<file path="src/rtl/result_serializer_if.sv">
// Handshake and serial-output bundle between the result serializer and its host.
// The master drives the word and the shift ticks. The slave, which is the serializer, drives the pin and the status signals.
interface result_serializer_if #(
  parameter int WIDTH = 32
) ();
  localparam int IDX_W = $clog2(WIDTH);

  logic [WIDTH-1:0] data_in;
  logic             load_valid;
  logic             load_ready;
  logic             shift_en;
  logic             ser_out;
  logic             busy;
  logic             done;
  logic [IDX_W-1:0] bit_idx;

  modport master (
    output data_in, load_valid, shift_en,
    input  load_ready, ser_out, busy, done, bit_idx
  );

  modport slave (
    input  data_in, load_valid, shift_en,
    output load_ready, ser_out, busy, done, bit_idx
  );
endinterface

</file>
<file path="src/rtl/result_serializer.sv">
// Parallel-to-serial transmitter. Each frame is a start bit, WIDTH data bits and an optional even-parity bit.
// Every output is a register or is decoded from state, so no input reaches a pin combinationally.
module result_serializer #(
  parameter int WIDTH     = 32,
  parameter int LSB_FIRST = 0,
  parameter int PARITY    = 0
) (
  input logic           clk,
  input logic           reset,
  result_serializer_if.slave bus
);
  localparam int IDX_W = $clog2(WIDTH);

  typedef enum logic [1:0] {
    IDLE  = 2'd0,
    START = 2'd1,
    DATA  = 2'd2,
    PAR   = 2'd3
  } state_t;

  state_t           r_state;
  state_t           w_state_nxt;
  logic [WIDTH-1:0] r_shift;
  logic [WIDTH-1:0] w_shift_nxt;
  logic             r_par;
  logic             w_par_nxt;
  logic [IDX_W-1:0] r_bit_idx;
  logic [IDX_W-1:0] w_idx_nxt;
  logic             r_done;
  logic             w_done_nxt;
  logic             w_ser;

  function automatic logic even_parity(input logic [WIDTH-1:0] d);
    return ^d;
  endfunction

  function automatic logic [WIDTH-1:0] advance(input logic [WIDTH-1:0] d);
    if (LSB_FIRST != 0) return {1'b0, d[WIDTH-1:1]};
    else                return {d[WIDTH-2:0], 1'b0};
  endfunction

  always_ff @(posedge clk) begin
    if (reset) begin
      r_state   <= IDLE;
      r_shift   <= '0;
      r_par     <= 1'b0;
      r_bit_idx <= '0;
      r_done    <= 1'b0;
    end else begin
      r_state   <= w_state_nxt;
      r_shift   <= w_shift_nxt;
      r_par     <= w_par_nxt;
      r_bit_idx <= w_idx_nxt;
      r_done    <= w_done_nxt;
    end
  end

  // done is registered on the final transition, so it lines up with the first IDLE cycle.
  always_comb begin
    w_state_nxt = r_state;
    w_shift_nxt = r_shift;
    w_par_nxt   = r_par;
    w_idx_nxt   = r_bit_idx;
    w_done_nxt  = 1'b0;
    case (r_state)
      IDLE: begin
        if (bus.load_valid) begin
          w_shift_nxt = bus.data_in;
          w_par_nxt   = even_parity(bus.data_in);
          w_idx_nxt   = '0;
          w_state_nxt = START;
        end
      end
      START: begin
        if (bus.shift_en) begin
          w_idx_nxt   = '0;
          w_state_nxt = DATA;
        end
      end
      DATA: begin
        if (bus.shift_en) begin
          if (r_bit_idx == IDX_W'(WIDTH - 1)) begin
            w_idx_nxt = '0;
            if (PARITY != 0) begin
              w_state_nxt = PAR;
            end else begin
              w_state_nxt = IDLE;
              w_done_nxt  = 1'b1;
            end
          end else begin
            w_shift_nxt = advance(r_shift);
            w_idx_nxt   = r_bit_idx + IDX_W'(1);
          end
        end
      end
      PAR: begin
        if (bus.shift_en) begin
          w_state_nxt = IDLE;
          w_done_nxt  = 1'b1;
        end
      end
      default: w_state_nxt = IDLE;
    endcase
  end

  always_comb begin
    w_ser = 1'b0;
    case (r_state)
      START:   w_ser = 1'b1;
      DATA:    w_ser = (LSB_FIRST != 0) ? r_shift[0] : r_shift[WIDTH-1];
      PAR:     w_ser = r_par;
      default: w_ser = 1'b0;
    endcase
  end

  assign bus.ser_out    = w_ser;
  assign bus.busy       = (r_state != IDLE);
  assign bus.load_ready = (r_state == IDLE);
  assign bus.done       = r_done;
  assign bus.bit_idx    = r_bit_idx;
endmodule
</file>
<file path="src/flat_wrapper.sv">
// flat-port wrapper written by rule: the top's interface ports become plain ports
module result_serializer_flat 
#(
  parameter int WIDTH     = 32,
  parameter int LSB_FIRST = 0,
  parameter int PARITY    = 0
)
  (clk, reset, bus_data_in, bus_load_valid, bus_shift_en, bus_load_ready, bus_ser_out, bus_busy, bus_done, bus_bit_idx);
  result_serializer_if #(.WIDTH(WIDTH)) bus_i ();
  input logic clk;
  input logic reset;
  input wire logic [$bits(bus_i.data_in)-1:0] bus_data_in;
  input wire logic [$bits(bus_i.load_valid)-1:0] bus_load_valid;
  input wire logic [$bits(bus_i.shift_en)-1:0] bus_shift_en;
  output wire logic [$bits(bus_i.load_ready)-1:0] bus_load_ready;
  output wire logic [$bits(bus_i.ser_out)-1:0] bus_ser_out;
  output wire logic [$bits(bus_i.busy)-1:0] bus_busy;
  output wire logic [$bits(bus_i.done)-1:0] bus_done;
  output wire logic [$bits(bus_i.bit_idx)-1:0] bus_bit_idx;
  assign bus_i.data_in = bus_data_in;
  assign bus_i.load_valid = bus_load_valid;
  assign bus_i.shift_en = bus_shift_en;
  assign bus_load_ready = bus_i.load_ready;
  assign bus_ser_out = bus_i.ser_out;
  assign bus_busy = bus_i.busy;
  assign bus_done = bus_i.done;
  assign bus_bit_idx = bus_i.bit_idx;
  result_serializer #(.WIDTH(WIDTH), .LSB_FIRST(LSB_FIRST), .PARITY(PARITY)) u_core (.clk(clk), .reset(reset), .bus(bus_i));
endmodule
</file>
<file path="config.mk">
export PLATFORM = sky130hd
export DESIGN_NAME = result_serializer_flat
export DESIGN_NICKNAME = d
export VERILOG_FILES = /design/src/rtl/result_serializer_if.sv /design/src/rtl/result_serializer.sv /design/src/flat_wrapper.sv
export SDC_FILE = /design/constraint.sdc
export NUM_CORES = 1
export LEC_CHECK = 0
export ABC_AREA = 1
export CAP_MARGIN = 20
export CORE_MARGIN = 5
export CORE_UTILIZATION = 34
export DETAILED_ROUTE_END_ITERATION = 8
export GPL_TIMING_DRIVEN = 0
export PLACE_DENSITY = 0.54
export SLEW_MARGIN = 5
export SYNTH_ARGS = -nofsm -noshare
export SYNTH_HDL_FRONTEND = slang
export SYNTH_SLANG_ARGS = --single-unit
export TNS_END_PERCENT = 50
</file>
<file path="constraint.sdc">
create_clock -name clk -period 2.1 [get_ports clk]
set_input_delay 0.21 -clock clk [delete_from_list [all_inputs] [get_ports clk]]
set_output_delay 0.21 -clock clk [all_outputs]
set_load 0.005 [all_outputs]
</file>
==> reports/qor.yml, run 1 <==
leakagePower_uw: 0.00155
min_from: "bus_data_in[30]"
dp_hpwl_mm: 5.06
syn_inst: 421
hold_violations: 0
critical_path_class: "reg2reg"
final-max-slew-violation-count: 0
worstRegToRegCells: 10
synthesis.area_sq_mm: 0.00267
nets: 509
synth-edff-count: 0
clk_path_buf_depth: 2
period_minus_slack_ns: 1.94
yosys_warnings: 0
reg2reg_from: "u_core.bus.bit_idx[0]$_SDFFE_PP0P_"
synthFlopType: "dfxtp_1"
hp-class: "in2reg"
drive_above_1_share: 0.0786
finalClockSkew_ns: 0.00340
worstPathRequired_ns: 2.32
vias: 2690
slew_headroom: 0.676
n_antenna_cell: 0
antenna_left: 0
multi_input_area_sq_mm: 0.00159
cts_hold_buf: 0
ir_drop_mv: 0.227
placeableCoreArea_sq_mm: 0.00769
synthArstFlopShare: 0
grt_pass1_vias: 2464
synth.area.top_cells: "dfxtp_1 31%, nand2_1 25%, a31oi_1 7.3%"
design_area_sq_mm: 0.00330
antenna_found_initial: 0
cp_max_fo: 5
slowest_delay_ns: 0.34
io_buffers: 39
placed_cell_area_sq_mm: 0.00319
die_h_microns: 98.6
grt_pass1_wl_mm: 11.3
root_buffer: "clkbuf_8"
vias_per_cell: 4.69
totalWireLength_mm: 6.65
num-fill-cells: 857
die_w_microns: 98.6
placementRows: 32
syn_area_per_cell_sq_um: 6.34
rsz0062_at_grt: "no"
drt_iter0_markers: 83
gp_routability_congestion: 0.772
crit_path_end_kind: "flop"
track_usage: 0.138
p_per_area_mw_per_mm2: 619
cts_sinks: 41
slowest_stage: "dfxtp_1"
synth_top_area_share: 0.308
status: "completed"
cap_violations: 0
worst_pin_slew_ns: 0.485
drcViolationCount: 0
start_kind: "flop"
seq_area_frac_synth: 0.308
regToRegSetupSlack_ns: 0.16
synth_cell_types: 27
h-tree-depth: 2
seq_area_sq_um: 821
fmaxAchievable_ghz: 0.516
crit_path_end: "u_core.r_shift[18]$_SDFFE_PP0P_"
synth_top_cells_by_count: "181 x nand2_1, 41 x dfxtp_1, 37 x inv_1"
synthToLayoutAreaGrowth_pct: 23.6
critPathMostFrequentCell: "ha_1"
first_pass_iters: 4
grt_overflow_total: 0
critPathArrivalTime_ns: 2.16
clk_pin_slew_ns: 0.08
post_drt_wl_per_cell_microns: 11.6
start_util: 0.347
grt_max_degree: 13
yosysMostFrequentCell: "nand2_1"
worstReg2RegEnd: "u_core.r_shift[18]$_SDFFE_PP0P_"
numCtsBuffers: 5
ioPinCount: 45
synth_top_area_cell: "dfxtp_1"
synth_seq_cells: 41
die_area_sq_mm: 0.00972
finalCritPeriodShare: 0.923
cts_tree: "built"
synth_fp_nets: 460
critPathLaunch: "u_core.bus.bit_idx[0]$_SDFFE_PP0P_"
fin_tns_setup_ns: 0
crit_chain: "ha_1 -> inv_1 -> nor3_2 -> ha_1 -> a21oi_2 -> o21ai_2 -> nor2_2 -> buf_2 -> o21ai_1 -> a31oi_1"
worstSkewPairLatency_ns: 0.29
setup_violations: 0
[logic make-up (layout without fill, tap and decap cells)]
group / Yosys count / after routing / share of synthesized area
AO/OA/AOI/OAI: 80 / 80 / 0.173
XOR/XNOR: 24 / 24 / 0.0788
adder cells (fa/ha/maj): 3 / 3 / 0.0141
buffers and inverters: 62 / 111 / 0.101
flip-flops: 41 / 41 / 0.308
AND/OR/NAND/NOR: 211 / 212 / 0.326
[flip-flops by register name, summed over array words and instances, names as in the netlist]
name	flops
u_core.r_state	2
u_core.r_shift	32
u_core.bus.bit_idx	5
u_core.r_par	1
u_core.bus.done	1
[timing repair]
item                                   CTS  global route
buffers inserted                         0             1
setup endpoints to repair                0            31
endpoints found under the hold margin    0             0
gates resized for setup                  0             3
[placed cells by master (no fill, tap or decap)]
cell | netlist | final
nand2_1 | 181 | 181
dfxtp_1 | 41 | 41
clkdlybuf4s50_1 | 0 | 39
inv_1 | 37 | 37
a31oi_1 | 31 | 31
o21ai_1 | 28 | 28
xnor2_1 | 14 | 14
nor2_1 | 13 | 13
a21oi_1 | 12 | 11
xor2_1 | 10 | 10
clkbuf_1 | 7 | 8
buf_2 | 7 | 7
nand3_1 | 5 | 5
clkbuf_8 | 0 | 5
nor2_4 | 4 | 4
nor3_1 | 5 | 4
o21ai_0 | 4 | 4
inv_2 | 3 | 3
buf_1 | 3 | 3
buf_6 | 3 | 3
ha_1 | 3 | 3
buf_4 | 1 | 2
a21oi_2 | 1 | 2
nor2_8 | 2 | 2
o21ai_2 | 2 | 2
clkinv_2 | 0 | 2
nor3_2 | 0 | 1
inv_4 | 1 | 1
a211oi_2 | 1 | 1
clkbuf_4 | 0 | 1
o31ai_1 | 1 | 1
nor4_1 | 1 | 1
nor2_2 | 0 | 1
[area by class of cell]
class	count	area share
inverters	41	0.0474
flip-flops and latches	41	0.249
multi-input cells	319	0.483
plain buffers	21	0.0353
clock buffers	6	0.0220
repair buffers	41	0.122
clock inverters	2	0.00303
well taps	102	0.0387
[power breakdown]
| group | total, uW | internal, uW | switching, uW |
|---|---|---|---|
| Clock | 496 | 230 | 265 |
| Combinational | 636 | 268 | 368 |
| Sequential | 911 | 864 | 46.7 |
| Total | 2040 | 1360 | 680 |
[how the worst min path moves through the flow]
stage	end	cells after the start	slack [ns]
after floorplan	u_core.bus.done$_SDFF_PP0_	2	0.35
after global placement	u_core.r_shift[27]$_SDFFE_PP0P_	2	0.47
after detailed placement	u_core.r_shift[3]$_SDFFE_PP0P_	2	0.47
after CTS	u_core.r_shift[30]$_SDFFE_PP0P_	3	0.26
after global routing	u_core.r_shift[29]$_SDFFE_PP0P_	3	0.28
final	u_core.r_shift[30]$_SDFFE_PP0P_	3	0.26
[per-layer routing]
| metal | share of wire | up-vias | global-route usage | routed length [microns] |
|---|---|---|---|---|
| li1 | - | 1445 | - | - |
| met3 | 0.037 | 6 | 0.0269 | 245 |
| met4 | 0.012 | 0 | 0.0347 | 78 |
| met2 | 0.46 | 43 | 0.222 | 3030 |
| met5 | 0 | - | 0 | 0 |
| met1 | 0.50 | 1196 | 0.189 | 3300 |
[metrics by stage]
stage | hold slack [ns] | setup WS [ns] | utilization | cells | total power (uW)
after floorplan | 0.351 | 0.413 | - | 421 | 1340
after global placement | 0.468 | 0.165 | 0.415 | 562 | 1540
after detailed placement | 0.465 | 0.118 | 0.415 | 562 | 1550
after CTS | 0.257 | 0.0955 | 0.425 | 570 | 2040
after global routing | 0.282 | 0.0306 | 0.429 | 573 | 2180
final | 0.259 | 0.161 | 0.429 | 573 | 2040
[worst max-delay path: cells and delay by family, from the launching register on]
family,cells,cell delay (ns)
flops,1,0.34
buf+inv,2,0.31
simple gates,2,0.29
fa+ha+maj,2,0.42
compound gates,4,0.52
No activity file was read; power rests on OpenSTA's default activity.
==> run 2, diff against run 1 <==
SKIP_CTS_REPAIR_TIMING = 1   (was not set)
==> results of run 2 <==
The final DEF is identical to that of run 1; final timing and power are the same.
==> run 3, diff against run 2 <==
CORE_UTILIZATION = 45   (was 34)
DONT_BUFFER_PORTS = 1   (was not set)
PLACE_DENSITY = 0.59   (was 0.54)
==> reports/qor.yml, run 3 (synthesized netlist as in run 1, its figures left out) <==
crit_path_end_kind: "flop"
p_per_area_mw_per_mm2: 751  # +21%
drcViolationCount: 0  # unchanged
worstPathRequired_ns: 2.26  # -0.06 ns
vias: 2527  # -6.1%
min_to: "u_core.bus.done$_SDFF_PP0_"
seq_area_sq_um: 821  # unchanged
internal_power_uw: 1530  # +13%
numCtsBuffers: 5  # unchanged
start_util: 0.456  # +0.109
placementRows: 28  # -13%
cts_tree: "built"
rsz0062_at_grt: "no"
final-max-slew-violation-count: 0  # unchanged
leakagePower_uw: 0.00142  # -8.7%
fin_tns_setup_ns: 0  # unchanged
die_area_sq_mm: 0.00757  # -22%
track_usage: 0.172  # +0.0349
layout_common_cells: "181 x nand2_1, 41 x dfxtp_1, 37 x inv_1"
setup_violations: 0  # unchanged
placed_cell_area_sq_mm: 0.00276  # -13%
design_area_sq_mm: 0.00291  # -12%
power_uw: 2190  # +7.0%
final_common_cell: "nand2_1"
p_clk_frac: 0.345  # +0.102
antenna_found_initial: 0  # unchanged
finalCoreUtilization: 0.498  # +0.0684
cap_violations: 0  # unchanged
worstSkewPairLatency_ns: 0.29  # about the same
hold_depth: 2  # -1
hold_slack_ns: 0.0606  # -0.198 ns
first_pass_iters: 4  # unchanged
p_comb_frac: 0.237  # -0.074
post_drt_wl_per_cell_microns: 12.3  # +5.6%
p_sw_frac: 0.298  # -0.0352
num-fill-cells: 625  # -27%
grt_overflow_total: 0  # unchanged
cp_max_fo: 10  # +5
top_register: "u_core.r_shift"
worstReg2RegEnd: "u_core.r_shift[2]$_SDFFE_PP0P_"
critPathArrivalTime_ns: 2.11  # -0.05 ns
nets: 468  # -8.1%
io_buffers: 0  # -100%
grt_pass1_wl_mm: 10.7  # -4.8%
seqPwrFrac: 0.417  # -0.029
reg2reg_from: "u_core.bus.bit_idx[0]$_SDFFE_PP0P_"
ir_drop_mv: 0.367  # +61%
worst_pin_slew_ns: 0.452  # -0.0329 ns
drt_iter0_markers: 105  # +27%
finalClockSkew_ns: 0.00830  # +0.00490 ns
finalCritPeriodShare: 0.927  # +0.00387
p_sw_uw: 651  # -4.3%
largest_reg_flops: 32  # unchanged
hold_violations: 0  # unchanged
drive_above_1_share: 0.0837  # +0.00516
status: "completed"
h-tree-depth: 2  # unchanged
synthToLayoutAreaGrowth_pct: 9.10
totalWireLength_mm: 6.19  # -7.0%
fmaxAchievable_ghz: 0.514  # -0.42%
min_from: "bus_shift_en"
grt_pass1_vias: 2430  # -1.4%
ioPinCount: 45  # unchanged
worstRegToRegCells: 9  # -1
critical_path_class: "reg2reg"
grt_max_degree: 14  # +1
multi_input_area_sq_mm: 0.00159  # unchanged
regToRegSetupSlack_ns: 0.15  # about the same
vias_per_cell: 5.00  # +6.6%
start_kind: "flop"
critPathLaunch: "u_core.bus.bit_idx[0]$_SDFFE_PP0P_"
placeableCoreArea_sq_mm: 0.00585  # -24%
die_h_microns: 87.0  # -12%
root_buffer: "clkbuf_8"
die_w_microns: 87.0  # -12%
antenna_left: 0  # unchanged
period_minus_slack_ns: 1.95  # +0.00813 ns
clk_pin_slew_ns: 0.08  # about the same
hp-class: "in2reg"
cts_sinks: 41  # unchanged
n_antenna_cell: 0  # unchanged
slew_headroom: 0.698  # +0.0219
clk_path_buf_depth: 2  # unchanged
dp_hpwl_mm: 4.68  # -7.5%
gp_routability_congestion: 0.851  # +10%
## run 3: changes by cell type in the layout (fill, tap and decap cells not counted), sizes merged
cell,change
clkinv,-1
buf,-1
clkdlybuf4s50,-39
bufinv,+2
clkbuf,-2
## run 3: worst max path at each step
stage	end	slack, ns	cells after the start
floorplan	u_core.r_shift[10]$_SDFFE_PP0P_	0.41	9
global placement	u_core.r_shift[23]$_SDFFE_PP0P_	0.15	9
detailed placement	u_core.r_shift[12]$_SDFFE_PP0P_	0.12	9
CTS	u_core.r_shift[2]$_SDFFE_PP0P_	0.1	9
global route	u_core.r_shift[0]$_SDFFE_PP0P_	0.006	10
finish	u_core.r_shift[2]$_SDFFE_PP0P_	0.15	9
## run 3: power groups by stage
stage	combinational [uW]	sequential, uW	clock [uW]
finish	519	912	754
CTS	517	911	769
detailed placement	516	928	0
global placement	508	927	0
floorplan	422	916	0
global route	603	923	800
## run 3: worst max-delay path: stages (launching register included)
cell and delay (ns):
dfxtp_1 0.35, ha_1 0.22, inv_1 0.09, nor3_2 0.06, ha_1 0.20, a21oi_2 0.19, o21ai_2 0.12, nor2_4 0.22
buf_2 0.26, a31oi_1 0.11
## run 3: through the flow
step	instances	setup WS, ns
6_report	505	0.153
5_1_grt	505	0.00610
4_1_cts	504	0.0957
3_5_place_dp	496	0.119
3_3_place_gp	496	0.147
2_1_floorplan	421	0.413
## run 3: layout make-up
cell class / count / share of cell area
tap: 75 / 0.0322
buffer: 21 / 0.0391
inverter: 41 / 0.0537
clock inverter: 3 / 0.0223
clock buffer: 5 / 0.0236
sequential: 41 / 0.282
multi-input combinational: 319 / 0.547
## run 3: routing by layer
metal	track usage	wire (microns)
met1	0.227	3040
met2	0.279	2700
met3	0.0350	328
met4	0.0609	114
met5	0	0
